[config.mk]
export PLATFORM = sky130hd
export DESIGN_NAME = servo_cmd_filter
export DESIGN_NICKNAME = d
export VERILOG_FILES = /design/src/rtl/servo_pkg.sv /design/src/rtl/moving_avg.sv /design/src/rtl/servo_cmd_filter.sv
export SDC_FILE = /design/constraint.sdc
export NUM_CORES = 1
export LEC_CHECK = 0
export CORE_MARGIN = 1
export CORE_UTILIZATION = 35
export CTS_CLUSTER_DIAMETER = 150
export CTS_CLUSTER_SIZE = 14
export DETAILED_ROUTE_END_ITERATION = 10
export SLEW_MARGIN = 0
export SYNTH_ARGS = -nofsm -noshare
export SYNTH_HDL_FRONTEND = slang
export SYNTH_SLANG_ARGS = --single-unit
[constraint.sdc]
create_clock -name i_clk -period 9.34 [get_ports i_clk]
set_input_delay 1.401 -clock i_clk [delete_from_list [all_inputs] [get_ports i_clk]]
set_output_delay 1.401 -clock i_clk [all_outputs]
set_load 0.01 [all_outputs]
[src/rtl/servo_pkg.sv]
// Shared types and defaults for the servo command filter.
package servo_pkg;

  localparam int W         = 15;
  localparam int RESET_POS = 16384;

  typedef enum logic {
    PRIME = 1'b0,
    RUN   = 1'b1
  } state_t;

endpackage

[src/rtl/moving_avg.sv]
// Power-of-two moving average over a circular buffer; the first accepted
// sample (i_prime high) fills the whole window so the average starts settled.
module moving_avg #(
  parameter int W        = servo_pkg::W,
  parameter int AVG_LOG2 = 3
) (
  input  logic         i_clk,
  input  logic         i_rst_n,
  input  logic [W-1:0] i_sample,
  input  logic         i_accept,
  input  logic         i_prime,
  output logic [W-1:0] o_avg
);
  import servo_pkg::*;

  localparam int N  = 1 << AVG_LOG2;
  localparam int SW = W + AVG_LOG2;

  logic [W-1:0]        r_buf [N];
  logic [AVG_LOG2-1:0] r_ptr;
  logic [SW-1:0]       r_sum;
  logic [W-1:0]        r_avg;
  logic [SW-1:0]       w_sum_next;

  always_comb begin
    w_sum_next = r_sum;
    if (i_prime) w_sum_next = {i_sample, AVG_LOG2'(0)};
    else         w_sum_next = r_sum - SW'(r_buf[r_ptr]) + SW'(i_sample);
  end

  always_ff @(posedge i_clk or negedge i_rst_n) begin
    if (!i_rst_n) begin
      r_ptr <= '0;
      r_sum <= '0;
      r_avg <= '0;
    end else if (i_accept) begin
      r_sum <= w_sum_next;
      r_avg <= w_sum_next[SW-1:AVG_LOG2];
      if (!i_prime) r_ptr <= r_ptr + AVG_LOG2'(1);
    end
  end

  // Buffer needs no reset: priming overwrites every entry before it is read.
  always_ff @(posedge i_clk) begin
    if (i_accept) begin
      if (i_prime) begin
        for (int i = 0; i < N; i++) r_buf[i] <= i_sample;
      end else begin
        r_buf[r_ptr] <= i_sample;
      end
    end
  end

  assign o_avg = r_avg;

endmodule

[src/rtl/servo_cmd_filter.sv]
// Averages ADC samples and walks the servo command toward the average.
// SERVO_SLEW_LIMIT_EN enables the tick-based slew limiter; otherwise pos tracks avg.
module servo_cmd_filter #(
  parameter int W         = servo_pkg::W,
  parameter int AVG_LOG2  = 3,
  parameter int STEP      = 64,
  parameter int TICK_DIV  = 500000,
  parameter int RESET_POS = servo_pkg::RESET_POS
) (
  input  logic         i_clk,
  input  logic         i_rst_n,
  input  logic [W-1:0] i_sample,
  input  logic         i_sample_valid,
  input  logic         i_hold,
  output logic [W-1:0] o_avg,
  output logic [W-1:0] o_pos,
  output logic         o_settled
);
  import servo_pkg::*;

  state_t       r_state;
  logic         w_accept;
  logic         w_prime;
  logic [W-1:0] w_avg;

  assign w_accept = i_sample_valid & ~i_hold;
  assign w_prime  = (r_state == PRIME);

  moving_avg #(.W(W), .AVG_LOG2(AVG_LOG2)) u_avg (
    .i_clk    (i_clk),
    .i_rst_n  (i_rst_n),
    .i_sample (i_sample),
    .i_accept (w_accept),
    .i_prime  (w_prime),
    .o_avg    (w_avg)
  );

  assign o_avg = w_avg;

`ifdef SERVO_SLEW_LIMIT_EN
  localparam int         CW     = $clog2(TICK_DIV + 1);
  localparam logic [W:0] STEP_V = (W+1)'(STEP);
  localparam logic [W-1:0] STEP_W = W'(STEP);

  logic [CW-1:0]   r_tick_cnt;
  logic            w_tick;
  logic [W-1:0]    r_pos;
  logic            r_settled;
  logic signed [W:0] w_diff;
  logic [W:0]      w_mag;
  logic [W-1:0]    w_pos_next;

  assign w_tick = (r_tick_cnt == CW'(TICK_DIV - 1));

  always_ff @(posedge i_clk or negedge i_rst_n) begin
    if (!i_rst_n) r_tick_cnt <= '0;
    else          r_tick_cnt <= w_tick ? '0 : r_tick_cnt + CW'(1);
  end

  assign w_diff = $signed({1'b0, w_avg}) - $signed({1'b0, r_pos});
  assign w_mag  = w_diff[W] ? $unsigned(-w_diff) : $unsigned(w_diff);

  always_comb begin
    w_pos_next = w_avg;
    if (w_mag > STEP_V) w_pos_next = w_diff[W] ? r_pos - STEP_W : r_pos + STEP_W;
  end

  // Tick uses the pre-update avg; a sample landing on the same edge counts next tick.
  always_ff @(posedge i_clk or negedge i_rst_n) begin
    if (!i_rst_n) begin
      r_state   <= PRIME;
      r_pos     <= W'(RESET_POS);
      r_settled <= 1'b0;
    end else begin
      if (w_accept) r_state <= RUN;
      if (w_tick && r_state == RUN && !i_hold) begin
        r_pos     <= w_pos_next;
        r_settled <= (w_pos_next == w_avg);
      end
    end
  end

  assign o_pos     = r_pos;
  assign o_settled = r_settled;
`else
  logic w_unused_cfg;
  assign w_unused_cfg = STEP[0] ^ TICK_DIV[0];

  always_ff @(posedge i_clk or negedge i_rst_n) begin
    if (!i_rst_n)      r_state <= PRIME;
    else if (w_accept) r_state <= RUN;
  end

  // avg only moves on accepted samples, so hold freezes pos for free.
  assign o_pos     = (r_state == RUN) ? w_avg : W'(RESET_POS);
  assign o_settled = (r_state == RUN);
`endif

endmodule

==> impl_results.md, run 1 <==
* Primary FF master, synth: sky130_fd_sc_hd__edfxtp_1
* Portion of total power attributed to the clock network at 0.183
* Fill cell total of the finished layout at between 1500 and 2000
* Final setup skew at 0.0127 ns
* Initial antenna violation count at 0
* Number of maximum-capacitance violations at 0
* Count of flip-flops with a built-in enable after synthesis at 120
* Filler-free cell count of the finished design at slightly above 800
* Cell with the largest stage delay on the worst path: sky130_fd_sc_hd__a2111oi_0
* Wirelength per Cell at 18.9 µm
* Routed length on met3 at 726 µm
* Number of buffers created by CTS at 17
* Routed metal-1 wire length at ~6.7 mm
* Design internal power at 2060 µW
* Quantity of I/O buffers inserted on ports at 49
* Setup TNS at 0 ns
* Run status: finished, final reports clean
* Pre-CTS worst setup slack at 4.34 ns
* Chip width at about 140 µm
* Number of levels in the clock H-tree at 4
* Startpoint kind of the worst setup timing path: register
* Vias per inst at 4.97
* Area post-placement at 0.00781 mm²
* Tmin final at roughly 4.8 ns
* Cell count of the worst reg-to-reg path at 13
* Root Driver: sky130_fd_sc_hd__clkbuf_16
* Final std cell area, no fill at 0.00836 mm²
* Path class of the lowest-slack min-delay path: reg -> reg
* Pwr dens at 411 mW/mm²
* Layout overhead on the synthesized area at 18.1%
* Total setup violations reported at the end of the flow at 0
* Wire length of the first global-routing pass at about 25 mm
* Most Frequent Cell on Critical Path: sky130_fd_sc_hd__a211oi_1
* Die Footprint at 0.0208 mm²
* Clk sinks at around 140
* Critical-path cell list: buf_4 -> mux4_2 -> mux2_2 -> fa_1 -> inv_1 -> ha_1 -> a21o_1 -> nand4_1 -> a2111oi_0 -> a211oi_1 -> a311o_1 -> a21oi_1 -> a211oi_1
* HPWL reported at the end of detailed placement at 10.7 mm
* Aggregate global-route resource usage at 0.167
* Critical path data arrival time at 5.08 ns
* Count of final hold-check violations at 0
* Clock input transition at the sequential cells of the worst setup and hold paths at about 0.060 ns
* TritonRoute pass-1 iters at 4
* Largest voltage drop on the vdd net at 0.246 mV
* Share of synthesized area occupied by flip-flops and latches at 0.587
* Setup slack after layout at 4.55 ns
* Weighted congestion reported at the end of routability-driven placement at 0.800
* Area of combinational cells with multiple inputs at 0.00249 mm²
* Worst path max stage delay at 0.73 ns
* Highest Signal Layer: met4
* Unrepaired setup endpoints after global routing: no
* Unique masters post-synth at 50
* Fraction of final layout cells sized beyond drive strength 1 at 0.184
* Via count of the first global-routing pass at between 4000 and 5000
* Initial core utilization at 0.360
* Sequential cell fraction of total power at 0.249
* # nets final at 600
* Ports at 50
* Routed length on met2 at 7.92 mm
* Drc violations at 0
* Share of power burned in combinational logic at 0.568
* Clock tree from TritonCTS: yes
* Critical Path Sink Type: register
* Routed WL at approximately 16 mm
* Asr flop ratio synth at 0.155
* F_max at 209 MHz
* Remaining antenna violation count after routing at 0
* Core area at 0.0197 mm²
* LEAKAGE at 0.00312 µW
* Crit share post-route at 0.512
* Flip-flop and latch count after synthesis at 142
* Post-placement cell count at 793
* Slew Limit Headroom at 0.491
* Number of instances in the synthesized netlist at 504
* Crit Path Category: reg -> reg
* Iteration-0 DRC Markers at 254
* Clock network latency to the later pin of the worst-skew pair at between 0.4 and 0.5 ns
* Die Y at 144 µm
* Hold Path Stages at 2
* Mean Syn Cell Area at 14.0 µm²
* Net switching power at between 1000 and 1500 µW
* Number of buffers inserted by post-CTS setup repair at 0
* Number of slew-limit violations in the final report at 0
* Actual transition at the worst max-transition pin at 0.744 ns
* Worst Path Max Fanout at 27
* Count of hold-fix buffers inserted at cts at 0
* Number of diodes at 0
* Netlist area before placement at 0.00708 mm²
* Area taken by flip-flops and latches at 0.00416 mm²
* Synthesized netlist net count at about 560
* Via count at 4100
* Number of gates resized after cts at 0
* Buffer levels on the longest clock path at 2
* Largest net degree at the start of global routing at 32
* Grt ovf at 0
* Std cell rows at approximately 50
* Count of warnings emitted by yosys at 0
* Switching fraction of total power at 0.401
* Worst EP required at 9.63 ns
## path summary, 6_finish.rpt
path | start | endpoint | slack (ns)
setup / recovery | u_avg.r_ptr[0]$_DFFE_PN0P_ | u_avg.r_sum[17]$_DFFE_PN0P_ | 4.55
hold / removal | u_avg.r_sum[0]$_DFFE_PN0P_ | u_avg.r_sum[0]$_DFFE_PN0P_ | 0.54
setup reg to reg | u_avg.r_ptr[0]$_DFFE_PN0P_ | u_avg.r_sum[17]$_DFFE_PN0P_ | 4.55
hold reg to reg | u_avg.r_sum[0]$_DFFE_PN0P_ | u_avg.r_sum[0]$_DFFE_PN0P_ | 0.54
max in group asynchronous | i_rst_n | u_avg.r_ptr[0]$_DFFE_PN0P_ | 7.69
min in group asynchronous | i_rst_n | u_avg.r_sum[6]$_DFFE_PN0P_ | 1.36
## cells in the mapped netlist (all sizes together), types with 15 or more instances
cell type,instances,area (µm²)
nand2,19,71.3
clkbuf,17,63.8
edfxtp,120,3600
nor2,24,90.1
o21ai,21,105
ha,19,238
buf,23,170
mux4,30,676
dfrtp,22,551
inv,61,229
mux2,15,169
fa,15,300
a21oi,28,148
## cell usage in the layout (no fill, tap or decap), types with 17 or more instances in the layout
| master | instances |
|---|---|
| sky130_fd_sc_hd__nand2_1 | 19 |
| sky130_fd_sc_hd__inv_1 | 60 |
| sky130_fd_sc_hd__ha_1 | 19 |
| sky130_fd_sc_hd__nor2_1 | 24 |
| sky130_fd_sc_hd__dfrtp_1 | 21 |
| sky130_fd_sc_hd__clkdlybuf4s50_1 | 49 |
| sky130_fd_sc_hd__mux4_2 | 30 |
| sky130_fd_sc_hd__edfxtp_1 | 120 |
| sky130_fd_sc_hd__clkbuf_16 | 17 |
| sky130_fd_sc_hd__a21oi_1 | 18 |
## cells by family (layout without fill, tap and decap cells)
| family | after synthesis | count (layout) | share of synthesized area |
|---|---|---|---|
| adders and majority gates | 34 | 34 | 0.0760 |
| muxes | 51 | 51 | 0.128 |
| and+or+nand+nor | 79 | 79 | 0.0548 |
| DFF | 142 | 142 | 0.587 |
| buffers and inverters | 101 | 157 | 0.0654 |
| xor gates and xnor gates | 15 | 15 | 0.0186 |
| AOI/OAI and AO/OA | 82 | 82 | 0.0707 |
## registers in the layout, indices dropped and copies added (netlist names)
signal       cells
o_settled        1
u_avg.r_buf    120
u_avg.r_ptr      3
u_avg.r_sum     18
## final cells by class
type	instances	area share
Clock inverter	14	0.0144
Tap cell	265	0.0397
Multi-Input combinational cell	261	0.298
Sequential cell	142	0.497
Inverter	61	0.0274
Timing Repair Buffer	64	0.0721
Clock buffer	18	0.0513
## metrics by stage
step	hold slack, ns	util	total power, µW
2_1_floorplan	0.479	-	2410
3_3_place_gp	0.511	0.397	2830
3_5_place_dp	0.527	0.397	2840
4_1_cts	0.544	0.425	3480
5_1_grt	0.583	0.425	3740
6_report	0.537	0.425	3440
## critical path: cells and delay by family, from the launching register on
kind / cells / cell delay, ns
buf+inv: 2 / 0.57
compound gates: 6 / 1.65
flops: 1 / 0.64
fa+ha+maj: 2 / 0.76
simple gates: 1 / 0.15
mux: 2 / 0.86
## routing by layer
layer  GRT usage  up-vias
li1            -     1920
met1       0.201     2087
met2       0.291       83
met3      0.0477       10
met4      0.0493        0
met5           0        -
## power groups by stage
stage	clock (µW)	sequential (µW)	combinational (µW)
floorplan	0	819	1590
global placement	0	869	1960
detailed placement	0	873	1970
CTS	642	860	1980
global route	669	869	2200
finish	627	856	1950
Note: power is estimated with default switching activity, not from simulation.
==> inputs of run 2 (changes only) <==
==> constraint.sdc (replaced) <==
create_clock -name i_clk -period 4.6 [get_ports i_clk]
set_input_delay 0.69 -clock i_clk [delete_from_list [all_inputs] [get_ports i_clk]]
set_output_delay 0.69 -clock i_clk [all_outputs]
set_load 0.01 [all_outputs]
==> run 2 against run 1 <==
Compared with the run above:
- core utilization is 0.74 points higher
- flip-flop and latch count stayed put
- critical path depth stayed put
- first-iteration DRC count is 1.6% lower
- register-to-register slack worse by 4.1 ns
- clock-buffer cell count is 1 higher
- cell area is 1.8% higher
- critical path type unchanged
- largest cell class unchanged
==> impl_results.md, run 2 (synthesized netlist as in run 1, its figures left out) <==
* Layout overhead on the synthesized area at 20.2%
* Setup slack after layout at around 0.46 ns
* Core area at 0.0197 mm²
* Number of slew-limit violations in the final report at 0
* Run status: finished, final reports clean
* WHS at about 0.52 ns
* Actual transition at the worst max-transition pin at 0.857 ns
* F_max at between 200 and 250 MHz
* Count of hold-fix buffers inserted at cts at 0
* Number of maximum-capacitance violations at 0
* Pwr dens at roughly 850 mW/mm²
* Number of buffers inserted by post-CTS setup repair at 0
* Largest reg by FF count: u_avg.r_buf
* Largest voltage drop on the vdd net at 0.442 mV
* Startpoint of the tightest hold check path: u_avg.r_sum[5]$_DFFE_PN0P_
* Largest net degree at the start of global routing at 40
* Weighted congestion reported at the end of routability-driven placement at 0.846
* Critical Path Sink Type: register
* Grt ovf at 0
* Total setup violations reported at the end of the flow at 0
* Chip width at 144 µm
* Drc violations at 0
* Buffer levels on the longest clock path at 2
* Slew Limit Headroom at 0.428
* Clock tree from TritonCTS: yes
* Count of final hold-check violations at 0
* TritonRoute pass-1 iters at 4
* Vias per inst at 4.96
* Unrepaired setup endpoints after global routing: no
* Routed WL at 16.4 mm
* Worst R2R Setup Slack at 0.46 ns
* Buf/Inv on CP at 2
* Initial antenna violation count at 0
* Clk sinks at roughly 140
* LEAKAGE at 0.00321 µW
* HPWL reported at the end of detailed placement at 11.5 mm
* Flip-flop count of the largest register after layout at 120
* Number of buffers created by CTS at 17
* Wirelength per Cell at 19.5 µm
* Worst Path Max Fanout at 10
* Number of diodes at 0
* Iteration-0 DRC Markers at 250
* Crit share post-route at 0.901
* Setup TNS at 0 ns
* Startpoint kind of the worst setup timing path: register
* Number of gates resized after cts at 0
* Critical-path cell list: buf_4 -> mux4_2 -> mux2_2 -> fa_1 -> inv_1 -> ha_1 -> a21oi_2 -> nand2_1 -> a221o_1 -> or4_4 -> a311o_1 -> a21oi_1 -> a211oi_1
* Critical path data arrival time at 4.44 ns
* Via count of the first global-routing pass at between 4000 and 5000
* Highest-count cells in the layout ignoring fill and taps: sky130_fd_sc_hd__edfxtp_1 (120), sky130_fd_sc_hd__inv_1 (60), sky130_fd_sc_hd__clkdlybuf4s50_1 (49), sky130_fd_sc_hd__mux4_2 (30), sky130_fd_sc_hd__buf_4 (25)
* Aggregate global-route resource usage at 0.174
* Quantity of I/O buffers inserted on ports at 49
* Fraction of final layout cells sized beyond drive strength 1 at 0.198
* Final setup skew at 0.00685 ns
* Ports at 50
* Most common library cell in the layout ignoring fill and taps: sky130_fd_sc_hd__edfxtp_1
* Wire length of the first global-routing pass at 25.4 mm
* Crit Path Category: reg -> reg
* Cell count of the worst reg-to-reg path at 13
* Path class of the lowest-slack min-delay path: reg -> reg
* Remaining antenna violation count after routing at 0
* Clock network latency to the later pin of the worst-skew pair at 0.42 ns
* Depth of the critical timing path with buffers and inverters included at 13
* Dominant delay contributor by cell family on the critical path: compound AO/OA/AOI/OAI gates
* Cell with the largest stage delay on the worst path: sky130_fd_sc_hd__mux4_2
* # nets final at 612
* Initial core utilization at 0.360
* Worst reg2reg path endpoint: u_avg.r_sum[17]$_DFFE_PN0P_
* Number of levels in the clock H-tree at 4
* Root Driver: sky130_fd_sc_hd__clkbuf_16
* Hold Path Stages at 2
* Clock input transition at the sequential cells of the worst setup and hold paths at ~0.06 ns
* Leading registers by flop count: u_avg.r_buf: 120 flops, u_avg.r_sum: 18 flops, u_avg.r_ptr: 3 flops
* Start of the worst register-to-register path: u_avg.r_ptr[0]$_DFFE_PN0P_
* Tmin final at 4.14 ns
* Via count at 4148
* Worst path max stage delay at 0.52 ns
* Die Footprint at slightly above 0.02 mm²
* Worst hold path endpoint: u_avg.r_sum[5]$_DFFE_PN0P_
* Pre-CTS worst setup slack at ~0.39 ns
* Overall power of the completed layout at 7200 µW
* Worst EP required at 4.90 ns
* Die Y at approximately 140 µm
* Std cell rows at 51
==> run 2: worst register-to-register path: stages, from the launching register on <==
cell	delay (ns)
sky130_fd_sc_hd__dfrtp_2	0.39
sky130_fd_sc_hd__buf_4	0.25
sky130_fd_sc_hd__mux4_2	0.52
sky130_fd_sc_hd__mux2_2	0.29
sky130_fd_sc_hd__fa_1	0.48
sky130_fd_sc_hd__inv_1	0.04
sky130_fd_sc_hd__ha_1	0.41
sky130_fd_sc_hd__a21oi_2	0.18
sky130_fd_sc_hd__nand2_1	0.07
sky130_fd_sc_hd__a221o_1	0.38
sky130_fd_sc_hd__or4_4	0.52
sky130_fd_sc_hd__a311o_1	0.27
sky130_fd_sc_hd__a21oi_1	0.14
sky130_fd_sc_hd__a211oi_1	0.07
==> run 2: metal layers <==
metal	track usage	vias up	wire length, µm
li1	-	1950	-
met1	0.220	2088	7210
met2	0.295	98	8220
met3	0.0454	12	766
met4	0.0438	0	157
met5	0	-	0
==> run 2: worst max-delay path by stage <==
stage | end | start | slack (ns)
4_1_cts | u_avg.r_sum[17]$_DFFE_PN0P_ | u_avg.r_ptr[0]$_DFFE_PN0P_ | 0.45
5_1_grt | u_avg.r_sum[17]$_DFFE_PN0P_ | u_avg.r_ptr[0]$_DFFE_PN0P_ | 0.24
3_5_place_dp | u_avg.r_sum[17]$_DFFE_PN0P_ | i_sample[6] | 0.39
3_3_place_gp | u_avg.r_sum[17]$_DFFE_PN0P_ | i_sample[6] | 0.44
2_1_floorplan | u_avg.r_sum[17]$_DFFE_PN0P_ | u_avg.r_ptr[0]$_DFFE_PN0P_ | 0.03
6_report | u_avg.r_sum[17]$_DFFE_PN0P_ | u_avg.r_ptr[0]$_DFFE_PN0P_ | 0.46
==> run 2: final cells by class <==
cell class                 instances  area, µm²
inverter                          61        229
clock inverter                    13        148
clock buffer                      19        433
sequential                       142       4160
fill                            1818      11100
tap                              265        332
timing repair buffer              76        718
multi-input combinational        261       2490
==> run 2: power breakdown <==
| group | internal, µW | switching (µW) | leakage, µW | total [µW] |
|---|---|---|---|---|
| clock | 843 | 513 | 0.000285 | 1360 |
| combinational | 1940 | 2220 | 0.00158 | 4160 |
| sequential | 1580 | 104 | 0.00135 | 1690 |
==> run 2: per-stage QoR <==
stage                util  instance area [µm²]  std cells
floorplan               -                 7080        504
global placement    0.403                 7930        805
detailed placement  0.403                 7930        805
CTS                 0.433                 8510        837
global route        0.433                 8510        837
finish              0.433                 8510        837
==> inputs of run 3 (changes only) <==
--- a/config.mk
+++ b/config.mk
@@ -7,9 +7,11 @@
 export LEC_CHECK = 0
 export CORE_MARGIN = 1
 export CORE_UTILIZATION = 35
+export CTS_BUF_LIST = sky130_fd_sc_hd__clkbuf_4
 export CTS_CLUSTER_DIAMETER = 150
 export CTS_CLUSTER_SIZE = 14
 export DETAILED_ROUTE_END_ITERATION = 10
+export SETUP_SLACK_MARGIN = 0.1
 export SLEW_MARGIN = 0
 export SYNTH_ARGS = -nofsm -noshare
 export SYNTH_HDL_FRONTEND = slang
==> run 3 against run 2 <==
Compared with the run above:
- cell count is 0.12% lower
- critical path depth stayed put
- core utilization is 1.6 points lower
- highest routed layer unchanged
- die area stayed put
==> impl_results.md, run 3 (synthesized netlist as in run 1, its figures left out) <==
* Run status: finished, final reports clean
* Root Driver: sky130_fd_sc_hd__clkbuf_4
* LEAKAGE at 0.00307 µW
* Grt ovf at 0
* Highest-count cells in the layout ignoring fill and taps: sky130_fd_sc_hd__edfxtp_1 (120), sky130_fd_sc_hd__inv_1 (60), sky130_fd_sc_hd__clkdlybuf4s50_1 (49), sky130_fd_sc_hd__mux4_2 (30), sky130_fd_sc_hd__clkbuf_4 (25)
* Number of levels in the clock H-tree at 4
* Slew Limit Headroom at 0.415
* Std cell rows at 51
* Critical-path cell list: buf_12 -> mux4_2 -> mux2_2 -> fa_1 -> inv_1 -> ha_1 -> a21oi_2 -> nand2_1 -> a221o_1 -> or4_4 -> a311o_1 -> a21oi_1 -> a211oi_1
* Via count at 4267
* Ports at 50
* Clock tree from TritonCTS: yes
* Die Footprint at 0.0208 mm²
* Total setup violations reported at the end of the flow at 0
* Count of hold-fix buffers inserted at cts at 0
* Number of maximum-capacitance violations at 0
* Actual transition at the worst max-transition pin at 0.877 ns
* Flip-flop count of the largest register after layout at 120
* Area of combinational cells with multiple inputs at 0.00249 mm²
* Clock input transition at the sequential cells of the worst setup and hold paths at about 0.11 ns
* Vias per inst at 5.10
* Final setup skew at 0.0136 ns
* Cell count of the worst reg-to-reg path at 13
* Number of buffers inserted by post-CTS setup repair at 0
* Clock network latency to the later pin of the worst-skew pair at 0.55 ns
* Critical path data arrival time at 4.70 ns
* Cell with the largest stage delay on the worst path: sky130_fd_sc_hd__mux4_2
* Largest voltage drop on the vdd net at about 0.37 mV
* F_max at 235 MHz
* Fraction of final layout cells sized beyond drive strength 1 at 0.201
* Buffer levels on the longest clock path at 2
* Remaining antenna violation count after routing at 0
* Initial core utilization at 0.360
* Number of buffers created by CTS at 17
* Weighted congestion reported at the end of routability-driven placement at 0.801
* Fill cell total of the finished layout at 1893
* Pwr dens at between 800 and 900 mW/mm²
* Drc violations at 0
* Die Y at 144 µm
* Initial antenna violation count at 0
* Routed WL at 16.7 mm
* Iteration-0 DRC Markers at 278
* Via count of the first global-routing pass at 4570
* Final design utilization at 0.416
* Quantity of I/O buffers inserted on ports at 49
* Unrepaired setup endpoints after global routing: no
* Aggregate global-route resource usage at 0.176
* Critical Path Sink Type: register
* Worst EP required at 5.04 ns
* Worst R2R Setup Slack at 0.34 ns
* Number of diodes at 0
* Wire length of the first global-routing pass at 26.0 mm
* Area taken by flip-flops and latches at 0.00416 mm²
* Count of final hold-check violations at 0
* Largest net degree at the start of global routing at 29
* Start of the worst register-to-register path: u_avg.r_ptr[0]$_DFFE_PN0P_
* Worst path max stage delay at 0.53 ns
* Post-placement cell count at 804
* Largest reg by FF count: u_avg.r_buf
* Most common library cell in the layout ignoring fill and taps: sky130_fd_sc_hd__edfxtp_1
* Filler-free cell count of the finished design at around 840
* # nets final at 611
* Setup TNS at 0 ns
* TritonRoute pass-1 iters at 5
* Wirelength per Cell at 20.0 µm
* Path class of the lowest-slack min-delay path: in -> async
* Crit share post-route at 0.926
* HPWL reported at the end of detailed placement at 11.6 mm
* Crit Path Category: reg -> reg
* Core area at 0.0197 mm²
* Tmin final at 4.26 ns
* Startpoint kind of the worst setup timing path: register
* Clk sinks at 142
* Worst Path Max Fanout at 28
* Worst reg2reg path endpoint: u_avg.r_sum[17]$_DFFE_PN0P_
* Number of gates resized after cts at 0
* Chip width at 144 µm
* Layout overhead on the synthesized area at 15.6%
* Number of slew-limit violations in the final report at 0
* Leading registers by flop count: u_avg.r_buf: 120 flops, u_avg.r_sum: 18 flops, u_avg.r_ptr: 3 flops
run 3: cell types whose count changed in the layout (fill, tap and decap cells not counted):
cell	change
sky130_fd_sc_hd__clkbuf_4	+25
sky130_fd_sc_hd__buf_4	-2
sky130_fd_sc_hd__clkinv_2	-2
sky130_fd_sc_hd__clkbuf_1	-2
sky130_fd_sc_hd__bufinv_16	-2
sky130_fd_sc_hd__clkinv_1	-1
sky130_fd_sc_hd__clkbuf_16	-17
sky130_fd_sc_hd__buf_12	+1
sky130_fd_sc_hd__clkinv_4	-1
run 3: report_power, final:
group	internal [µW]	switching, µW
Sequential	1580	128
Clock	313	425
Combinational	1950	2250
run 3: critical path: cells and delay by family, from the launching register on:
family	cells	cell delay (ns)
AO/OA/AOI/OAI	5	1.04
adder cells (fa/ha/maj)	2	0.89
buffers and inverters	2	0.30
flip-flops	1	0.50
multiplexers	2	0.82
AND/OR/NAND/NOR	2	0.59
run 3: per-layer routing:
layer  track usage  wire length, µm
met1         0.225             7230
met4        0.0543              194
met3        0.0440              822
met2         0.295             8470
met5             0                0
run 3: how the worst max path moves through the flow:
stage	from	endpoint	depth (start not counted)
after floorplan	u_avg.r_ptr[0]$_DFFE_PN0P_	u_avg.r_sum[17]$_DFFE_PN0P_	15
after global placement	u_avg.r_ptr[0]$_DFFE_PN0P_	u_avg.r_sum[17]$_DFFE_PN0P_	13
after detailed placement	u_avg.r_ptr[0]$_DFFE_PN0P_	u_avg.r_sum[17]$_DFFE_PN0P_	13
after CTS	u_avg.r_ptr[0]$_DFFE_PN0P_	u_avg.r_sum[17]$_DFFE_PN0P_	13
after global routing	u_avg.r_ptr[0]$_DFFE_PN0P_	u_avg.r_sum[17]$_DFFE_PN0P_	13
final	u_avg.r_ptr[0]$_DFFE_PN0P_	u_avg.r_sum[17]$_DFFE_PN0P_	13
run 3: cell type report:
type                       instances  share of cell area
multi-input combinational        261               0.305
tap                              265              0.0405
clock buffer                      25              0.0229
timing repair buffer              75              0.0884
sequential                       142               0.508
inverter                          61              0.0280
clock inverter                     7             0.00795
run 3: through the flow:
stage / hold WS [ns] / instance area [µm²] / worst slack [ns] / total power [µW]
after global placement: 0.511 / 7930 / 0.377 / 5890
final: 0.510 / 8180 / 0.341 / 6650
after detailed placement: 0.517 / 7930 / 0.309 / 5930
after global routing: 0.484 / 8180 / 0.124 / 7250
after CTS: 0.484 / 8180 / 0.303 / 6690
after floorplan: 0.394 / 7080 / 0.282 / 4890
